## config.mk

```make
export PLATFORM = sky130hd
export DESIGN_NAME = alu_input_seq
export DESIGN_NICKNAME = d
export VERILOG_FILES = /design/src/rtl/alu_input_seq.sv
export SDC_FILE = /design/constraint.sdc
export NUM_CORES = 1
export LEC_CHECK = 0
export ABC_AREA = 0
export CAP_MARGIN = 40
export CORE_MARGIN = 5
export CORE_UTILIZATION = 60
export CTS_CLUSTER_SIZE = 10
export DETAILED_ROUTE_END_ITERATION = 12
export DONT_BUFFER_PORTS = 1
export GPL_ROUTABILITY_DRIVEN = 0
export PLACE_DENSITY_LB_ADDON = 0.12
export SYNTH_ARGS = -nofsm -noshare
export SYNTH_HDL_FRONTEND = slang
export SYNTH_SLANG_ARGS = --single-unit
```

## constraint.sdc

```tcl
create_clock -name CLOCK_50 -period 1.5 [get_ports CLOCK_50]
set_input_delay 0.15 -clock CLOCK_50 [delete_from_list [all_inputs] [get_ports CLOCK_50]]
set_output_delay 0.15 -clock CLOCK_50 [all_outputs]
set_load 0.02 [all_outputs]
```

## src/rtl/alu_input_seq.sv

```systemverilog
// rtl/alu_input_seq.sv - push-button operand/opcode entry sequencer for the 8-bit ALU
//
// Build option: define ALU_SEQ_DEBOUNCE_EN to enable the key debounce filter;
// without it every synchronised falling edge of key_n is a press.
//
// Ports:
//   CLOCK_50      sole clock, rising edge
//   reset         synchronous active-high reset
//   key_n         active-low push-button, asynchronous
//   sw_data       operand switches
//   sw_op         opcode switches
//   alu_result    ALU combinational result
//   alu_ovf       ALU overflow flag
//   alu_br        ALU compare flag
//   op_a, op_b    registered operands to the ALU
//   opcode        registered opcode to the ALU
//   op_valid      one-cycle execute strobe (high during S_EXEC)
//   result_q      latched result
//   ovf_q, br_q   latched flags
//   result_valid  high while in S_SHOW
//   state         FSM state encoding for LED debug
module alu_input_seq #(
  parameter int DATA_W       = 8,
  parameter int DEBOUNCE_CYC = 500000
) (
  input  logic              CLOCK_50,
  input  logic              reset,
  input  logic              key_n,
  input  logic [DATA_W-1:0] sw_data,
  input  logic [2:0]        sw_op,
  input  logic [DATA_W-1:0] alu_result,
  input  logic              alu_ovf,
  input  logic              alu_br,
  output logic [DATA_W-1:0] op_a,
  output logic [DATA_W-1:0] op_b,
  output logic [2:0]        opcode,
  output logic              op_valid,
  output logic [DATA_W-1:0] result_q,
  output logic              ovf_q,
  output logic              br_q,
  output logic              result_valid,
  output logic [2:0]        state
);

  typedef enum logic [2:0] {
    S_A    = 3'd0,
    S_B    = 3'd1,
    S_OP   = 3'd2,
    S_EXEC = 3'd3,
    S_SHOW = 3'd4
  } state_t;

  state_t st;
  logic   key_m;
  logic   key_s;
  logic   fall;
  logic   press;

  assign state = st;

  // Two-flop synchroniser; resets to the released level.
  always_ff @(posedge CLOCK_50) begin
    if (reset) begin
      key_m <= 1'b1;
      key_s <= 1'b1;
    end else begin
      key_m <= key_n;
      key_s <= key_m;
    end
  end

`ifdef ALU_SEQ_DEBOUNCE_EN
  localparam int CNT_W = $clog2(DEBOUNCE_CYC + 1);

  logic [CNT_W-1:0] db_cnt;
  logic             key_db;
  logic             key_db_d;

  // key_db follows key_s only after DEBOUNCE_CYC consecutive differing samples.
  always_ff @(posedge CLOCK_50) begin
    if (reset) begin
      db_cnt   <= '0;
      key_db   <= 1'b1;
      key_db_d <= 1'b1;
    end else begin
      key_db_d <= key_db;
      if (key_s == key_db) begin
        db_cnt <= '0;
      end else if (db_cnt == CNT_W'(DEBOUNCE_CYC - 1)) begin
        key_db <= key_s;
        db_cnt <= '0;
      end else begin
        db_cnt <= db_cnt + CNT_W'(1);
      end
    end
  end

  assign fall = key_db_d & ~key_db;
`else
  logic key_s_d;
  logic unused_cfg;

  // Debounce length has no effect in this build.
  assign unused_cfg = (DEBOUNCE_CYC < 2);

  always_ff @(posedge CLOCK_50) begin
    if (reset) begin
      key_s_d <= 1'b1;
    end else begin
      key_s_d <= key_s;
    end
  end

  assign fall = key_s_d & ~key_s;
`endif

  // Press pulse is one cycle wide; releases produce nothing.
  always_ff @(posedge CLOCK_50) begin
    if (reset) begin
      press <= 1'b0;
    end else begin
      press <= fall;
    end
  end

  // op_valid and result_valid are registered so they line up with S_EXEC / S_SHOW.
  always_ff @(posedge CLOCK_50) begin
    if (reset) begin
      st           <= S_A;
      op_a         <= '0;
      op_b         <= '0;
      opcode       <= '0;
      op_valid     <= 1'b0;
      result_q     <= '0;
      ovf_q        <= 1'b0;
      br_q         <= 1'b0;
      result_valid <= 1'b0;
    end else begin
      op_valid <= 1'b0;
      case (st)
        S_A: begin
          if (press) begin
            op_a <= sw_data;
            st   <= S_B;
          end
        end
        S_B: begin
          if (press) begin
            op_b <= sw_data;
            st   <= S_OP;
          end
        end
        S_OP: begin
          if (press) begin
            opcode   <= sw_op;
            op_valid <= 1'b1;
            st       <= S_EXEC;
          end
        end
        S_EXEC: begin
          // Compare opcodes (11x) report only br; the result is forced to zero.
          result_q     <= (opcode[2:1] == 2'b11) ? '0 : alu_result;
          ovf_q        <= ((opcode == 3'd0) || (opcode == 3'd3)) ? alu_ovf : 1'b0;
          br_q         <= (opcode[2:1] == 2'b11) ? alu_br : 1'b0;
          result_valid <= 1'b1;
          st           <= S_SHOW;
        end
        S_SHOW: begin
          if (press) begin
            result_valid <= 1'b0;
            st           <= S_A;
          end
        end
        default: begin
          result_valid <= 1'b0;
          st           <= S_A;
        end
      endcase
    end
  end

endmodule

```

==> impl_results.md, run 1 <==
* Post-route ant nets at 0
* Max clock buf depth at 2
* Synthesized area at 1400 um^2
* Core ar. at about 2200 um^2
* Clock Sinks at 38
* Setup TNS at 0 ps
* CTS tree: built
* PD cells at around 1000 nW/um^2
* Number of global-route vias before repair at roughly 1.2k
* Total GRT Usage at 20.9%
* Clk root buf: clkbuf_4
* Max-cap violations at 0
* Nets at roughly 200
* Least-Margin Pin Slew at 414 ps
* Worst hold-check path type: in2reg
* Largest net degree at the start of global routing at 38
* RSZ-0062 raised after global routing: false
* Via-to-Cell Ratio at 5.70
* Status: finished clean
* Initial core utilization at 62.9%
* Critical Setup Path Class: reg2reg
* Yosys Warn Count at 0
* Skew-Pair Late Insertion Delay at 340 ps
* Synth Instances at 150
* Final worst slack at 112 ps
* Post-CTS sizing at 0
* Fraction of registers with async set/reset at 0%
* DP Area at 1430 um^2
* Top cells by area, synth: dfxtp_1, mux2i_1, nand2_1
* Ys flop type: dfxtp_1
* Final cycle utilization of the critical path at about 93%
* Row count at 17
* Avg Inst Size Synth at 9.36 um^2
* Number of diodes at 0
* Reg-to-reg slack, setup at 110 ps
* FMAX at 721 MHz
* Final HPWL DP at 2060 um
* Die height at approximately 60 um
* #FFs+latches synth at 38
* Port buffer count at 0
* CP Data Required Time at 1730 ps
* DR top layer: met4
* Register area share after synthesis at 54.2%
* DIE WIDTH at between 50 and 60 um
* Synth cell count leaders: dfxtp_1, nand2_1, a21oi_1
* Post-layout min period at 1390 ps
* Clock skew at between 15 and 20 ps
* Initial antenna violation count at 0
* Startpoint Class: register
* CTS H-Tree Depth at 2
* Max incr delay on CP at 700 ps
* Data arrival time of the worst path at roughly 1600 ps
* Clock Pin Slew Worst Setup and Hold Paths at 110 ps
* Slowest CP cell: or4b_1
* Slew HR at 72.3%
* Setup Slack @ Placement at between 100 and 150 ps
* Peak supply drop at 0.936 mV
* Family with the most delay on the worst path: simple AND/OR/NAND/NOR gates
* Number of synthesized flops with an enable pin at 0
* Wl on met1 at 1240 um
* Most frequent cell after synthesis: dfxtp_1
* Bufs and invs on worst path at 0
* Initial detailed-routing violation count at 47
* Wire per inst at 16.3 um
* Routed wire length at between 3000 and 4000 um
* CTS Buf Count at 5
* Final Hold Fails at 0
* Yosys top cell area share at between 50% and 60%
* Final non-filler cell area at 1760 um^2
* Syn nets at 174
* Vias at between 1k and 1.5k
* Setup-failing EPs final at 0
* First-pass GRT wire length at 5420 um
* DR WL met2 at 1760 um
* Drt first pass iters at 4
* Max Fanout on Critical Path at 8
* Ports at 58
* Layout cells sized above 1 at 11.2%
* Max-slew violation count at 0
* Int Power at 1.44 mW
* Static Leak at 0.627 nW
* Comb pwr share at 5.7%
* Area Overhead vs Synth at 25.2%
* Wire length on met3 at 359 um
* Clk pwr share at 36.9%
* Psw at roughly 0.37 mW
* Worst-path cell chain: or4b_1 -> nand2_1 -> a21oi_1
* Flop pwr share at 57.4%
* Yosys cell types at 25
* Drt drc at 0
* Worst setup EP type: register
* Dominant cell type by area after synthesis: dfxtp_1
* Core Util, Final at 78.7%
* Net Sw Frac at 20.7%
* Remaining global-route overflow at 0
* Die area at between 3000 and 4000 um^2
[worst reg2reg max path, cell delays in order (launching register included)]
cell and delay [ps]:
dfxtp_1 390, or4b_1 700, nand2_1 130, a21oi_1 70
[through the flow]
step	hold WS (ps)	total power, mW	cells
6_report	63.3	1.81	207
5_1_grt	48.8	1.88	207
3_3_place_gp	223	1.09	174
2_1_floorplan	254	1.10	150
4_1_cts	64.1	1.82	205
3_5_place_dp	225	1.09	174
[state kept, by name, summed over array words and instances, names as in the netlist]
name and count:
state 3, op_a 8, key_s_d 1, key_s 1, result_q 8, opcode 3, op_valid 1, key_m 1
br_q 1, result_valid 1, ovf_q 1, press 1, op_b 8
[power groups by stage]
| stage | clock network, mW | logic (mW) | registers (mW) |
|---|---|---|---|
| after floorplan | 0 | 0.0382 | 1.06 |
| after global placement | 0 | 0.0290 | 1.06 |
| after detailed placement | 0 | 0.0304 | 1.06 |
| after CTS | 0.678 | 0.0989 | 1.04 |
| after global routing | 0.728 | 0.110 | 1.04 |
| final | 0.667 | 0.103 | 1.04 |
[cells in the final DEF (no fill, tap or decap), types with 2 or more instances in the layout]
| cell type | instances |
|---|---|
| nand3_1 | 8 |
| nand2_1 | 27 |
| buf_4 | 8 |
| nor3_1 | 2 |
| clkbuf_4 | 5 |
| clkbuf_1 | 2 |
| mux2i_1 | 12 |
| and4bb_1 | 2 |
| a21oi_1 | 20 |
| or2_2 | 3 |
| nand3b_1 | 2 |
| dfxtp_1 | 38 |
| nor2_1 | 15 |
| dlygate4sd3_1 | 22 |
[worst paths after layout]
check,start,to,depth (start not counted)
setup / recovery,state[0]$_SDFFE_PP0P_,op_a[3]$_SDFFE_PP0P_,3
hold / removal,reset,result_q[6]$_SDFFE_PP0N_,2
setup reg to reg,state[0]$_SDFFE_PP0P_,op_a[3]$_SDFFE_PP0P_,3
hold reg to reg,key_s_d$_SDFF_PP1_,press$_SDFF_PP0_,2
[routing by layer]
layer,up-vias,GRT usage [%]
li1,563,-
met1,564,20.2
met2,50,39.1
met3,2,9.87
met4,0,5.63
met5,-,0
[area by class of cell]
| type | count | area [um^2] |
|---|---|---|
| Sequential cell | 38 | 761 |
| Multi-Input combinational cell | 101 | 583 |
| Fill cell | 148 | 475 |
| Timing Repair Buffer | 31 | 300 |
| Clock buffer | 7 | 45.0 |
| Tap cell | 28 | 35.0 |
| Clock inverter | 1 | 30.0 |
| Inverter | 1 | 3.75 |
[logic make-up (layout without fill, tap and decap cells)]
family / Yosys count / in the layout / share of synthesized area (%)
multiplexers: 12 / 12 / 8.56
buffers and inverters: 11 / 40 / 4.28
AO/OA/AOI/OAI: 22 / 22 / 8.29
flip-flops: 38 / 38 / 54.2
AND/OR/NAND/NOR: 66 / 66 / 24.1
XOR/XNOR: 1 / 1 / 0.624
[timing repair]
item,CTS,global route
buffers inserted,0,2
setup endpoints to repair,0,1
hold endpoints to repair,38,0
hold buffers,23,0
Power figures use the tool's default switching activity.
==> run 2, diff against run 1 <==
- RECOVER_POWER: default -> 50
==> run 2 against run 1 <==
Net effect:
- critical path depth did not move
- total power is essentially flat
- die area did not move
- utilization down 0.17 points
- clock skew hardly changed
- largest power group unchanged
- highest routed layer unchanged
==> impl_results.md, run 2 (synthesized netlist as in run 1, its figures left out) <==
* Status: finished clean
* Total GRT Usage at 20.9% (unchanged)
* Clock Pin Slew Worst Setup and Hold Paths at 110 ps (about the same)
* Clock skew at 16.7 ps (+0.000900 ps)
* Setup-failing EPs final at 0 (unchanged)
* PD cells at 1030 nW/um^2 (+0.21%)
* Die area at 3410 um^2 (unchanged)
* Psw at 0.373 mW (about the same)
* Static Leak at 0.623 nW (-0.68%)
* Post-layout min period at 1390 ps (unchanged)
* Least-Margin Pin Slew at 414 ps (-0.492 ps)
* Max-slew violation count at 0 (unchanged)
* Post-CTS sizing at 0 (unchanged)
* Max Fanout on Critical Path at 8 (unchanged)
* Slew HR at 72.3% (about the same)
* Ports at 58 (unchanged)
* Number of diodes at 0 (unchanged)
* CTS Buf Count at 5 (unchanged)
* Setup Slack @ Placement at 130 ps (unchanged)
* Comb pwr share at 5.7% (about the same)
* Worst hold-check path type: in2reg
* Skew-Pair Late Insertion Delay at 340 ps (about the same)
* Die height at 58.4 um (unchanged)
* Layout cells sized above 1 at 10.6% (-0.56 points)
* Row count at 17 (unchanged)
* Final cycle utilization of the critical path at 92.5% (unchanged)
* Largest net degree at the start of global routing at 38 (unchanged)
* Max clock buf depth at 2 (unchanged)
* Commonest non-fill, non-tap cell in the layout: dfxtp_1
* Critical Setup Path Class: reg2reg
* Core Util, Final at 78.5% (-0.17 points)
* FMAX at 721 MHz (unchanged)
* Drt drc at 0 (unchanged)
* CP Data Required Time at 1730 ps (about the same)
* Via-to-Cell Ratio at 5.70 (unchanged)
* Routed wire length at 3370 um (+0.15%)
* Slowest CP cell: or4b_1
* CTS H-Tree Depth at 2 (unchanged)
* Worst-path cell chain: or4b_1 -> nand2_1 -> a21oi_1
* Biggest regs: op_a x8, op_b x8, result_q x8
* Number of global-route vias before repair at 1,195 (unchanged)
* Initial core utilization at 62.9% (unchanged)
* Port buffer count at 0 (unchanged)
* Setup TNS at 0 ps (unchanged)
* Remaining global-route overflow at 0 (unchanged)
* Family with the most delay on the worst path: simple AND/OR/NAND/NOR gates
* Final Hold Fails at 0 (unchanged)
* Core ar. at 2230 um^2 (unchanged)
* Drt first pass iters at 4 (unchanged)
* Int Power at 1.44 mW (unchanged)
* DIE WIDTH at 58.4 um (unchanged)
* Net Sw Frac at 20.6% (about the same)
* Max incr delay on CP at 700 ps (about the same)
* Nets at 202 (unchanged)
* Area Overhead vs Synth at 25.0%
* Flop pwr share at 57.4% (about the same)
* Clock Sinks at 38 (unchanged)
* Number of fill cells at 147 (-0.68%)
* Final HPWL DP at 2060 um (unchanged)
* Worst setup EP type: register
* Peak supply drop at 0.936 mV (about the same)
* Max-cap violations at 0 (unchanged)
* Wire per inst at 16.3 um (+0.15%)
* Data arrival time of the worst path at 1620 ps (about the same)
* Post-route ant nets at 0 (unchanged)
* Clk pwr share at 36.9% (about the same)
* Vias at 1,179 (unchanged)
* CTS tree: built
* Startpoint Class: register
* Bufs and invs on worst path at 0 (unchanged)
* Most frequent cells in the layout: dfxtp_1, nand2_1, dlygate4sd3_1, a21oi_1, nor2_1
* Clk root buf: clkbuf_4
* Final worst slack at 112 ps (unchanged)
* Initial detailed-routing violation count at 47 (unchanged)
* Initial antenna violation count at 0 (unchanged)
* First-pass GRT wire length at 5420 um (unchanged)
* RSZ-0062 raised after global routing: false
==> run 2: layout make-up <==
cell class	count	area, um^2	share of cell area [%]
clock buffers	7	45.0	2.57
well taps	28	35.0	2.00
clock inverters	1	30.0	1.71
inverters	1	3.75	0.214
repair buffers	31	297	16.9
flip-flops and latches	38	761	43.4
multi-input cells	101	583	33.2
==> run 2: path summary, 6_finish.rpt <==
check,startpoint,to,slack (ps),cells past startpoint
worst min-delay path,reset,result_q[6]$_SDFFE_PP0N_,60,2
worst min register to register,key_s_d$_SDFF_PP1_,press$_SDFF_PP0_,420,2
worst max-delay path,state[0]$_SDFFE_PP0P_,op_a[3]$_SDFFE_PP0P_,110,3
worst max register to register,state[0]$_SDFFE_PP0P_,op_a[3]$_SDFFE_PP0P_,110,3
==> run 2: layer usage <==
layer  global-route usage, %  part of all wire [%]  vias up
li1                        -                     -      563
met1                    20.2                    37      564
met2                    39.1                    52       50
met3                    9.87                    11        2
met4                    5.63                  0.24        0
met5                       0                     0        -
==> run 2: timing repair <==
item / 4_1_cts / 5_1_grt
hold endpoints to repair: 38 / 0
setup endpoints to repair: 0 / 1
setup buffers: 0 / 2
hold buffers: 23 / 0
==> run 2: per-stage QoR <==
step	power (mW)	hold slack [ps]	cell area, um^2	cells
after CTS	1.82	64.1	1740	205
after global routing	1.88	48.8	1750	207
after global placement	1.09	223	1430	174
after detailed placement	1.09	225	1430	174
after floorplan	1.10	254	1400	150
final	1.81	63.4	1750	207
==> run 2: power groups by stage <==
stage               logic, mW  clock network (mW)  registers [mW]
CTS                    0.0989               0.678            1.04
finish                  0.103               0.667            1.04
floorplan              0.0382                   0            1.06
global placement       0.0290                   0            1.06
detailed placement     0.0304                   0            1.06
global route            0.110               0.728            1.04
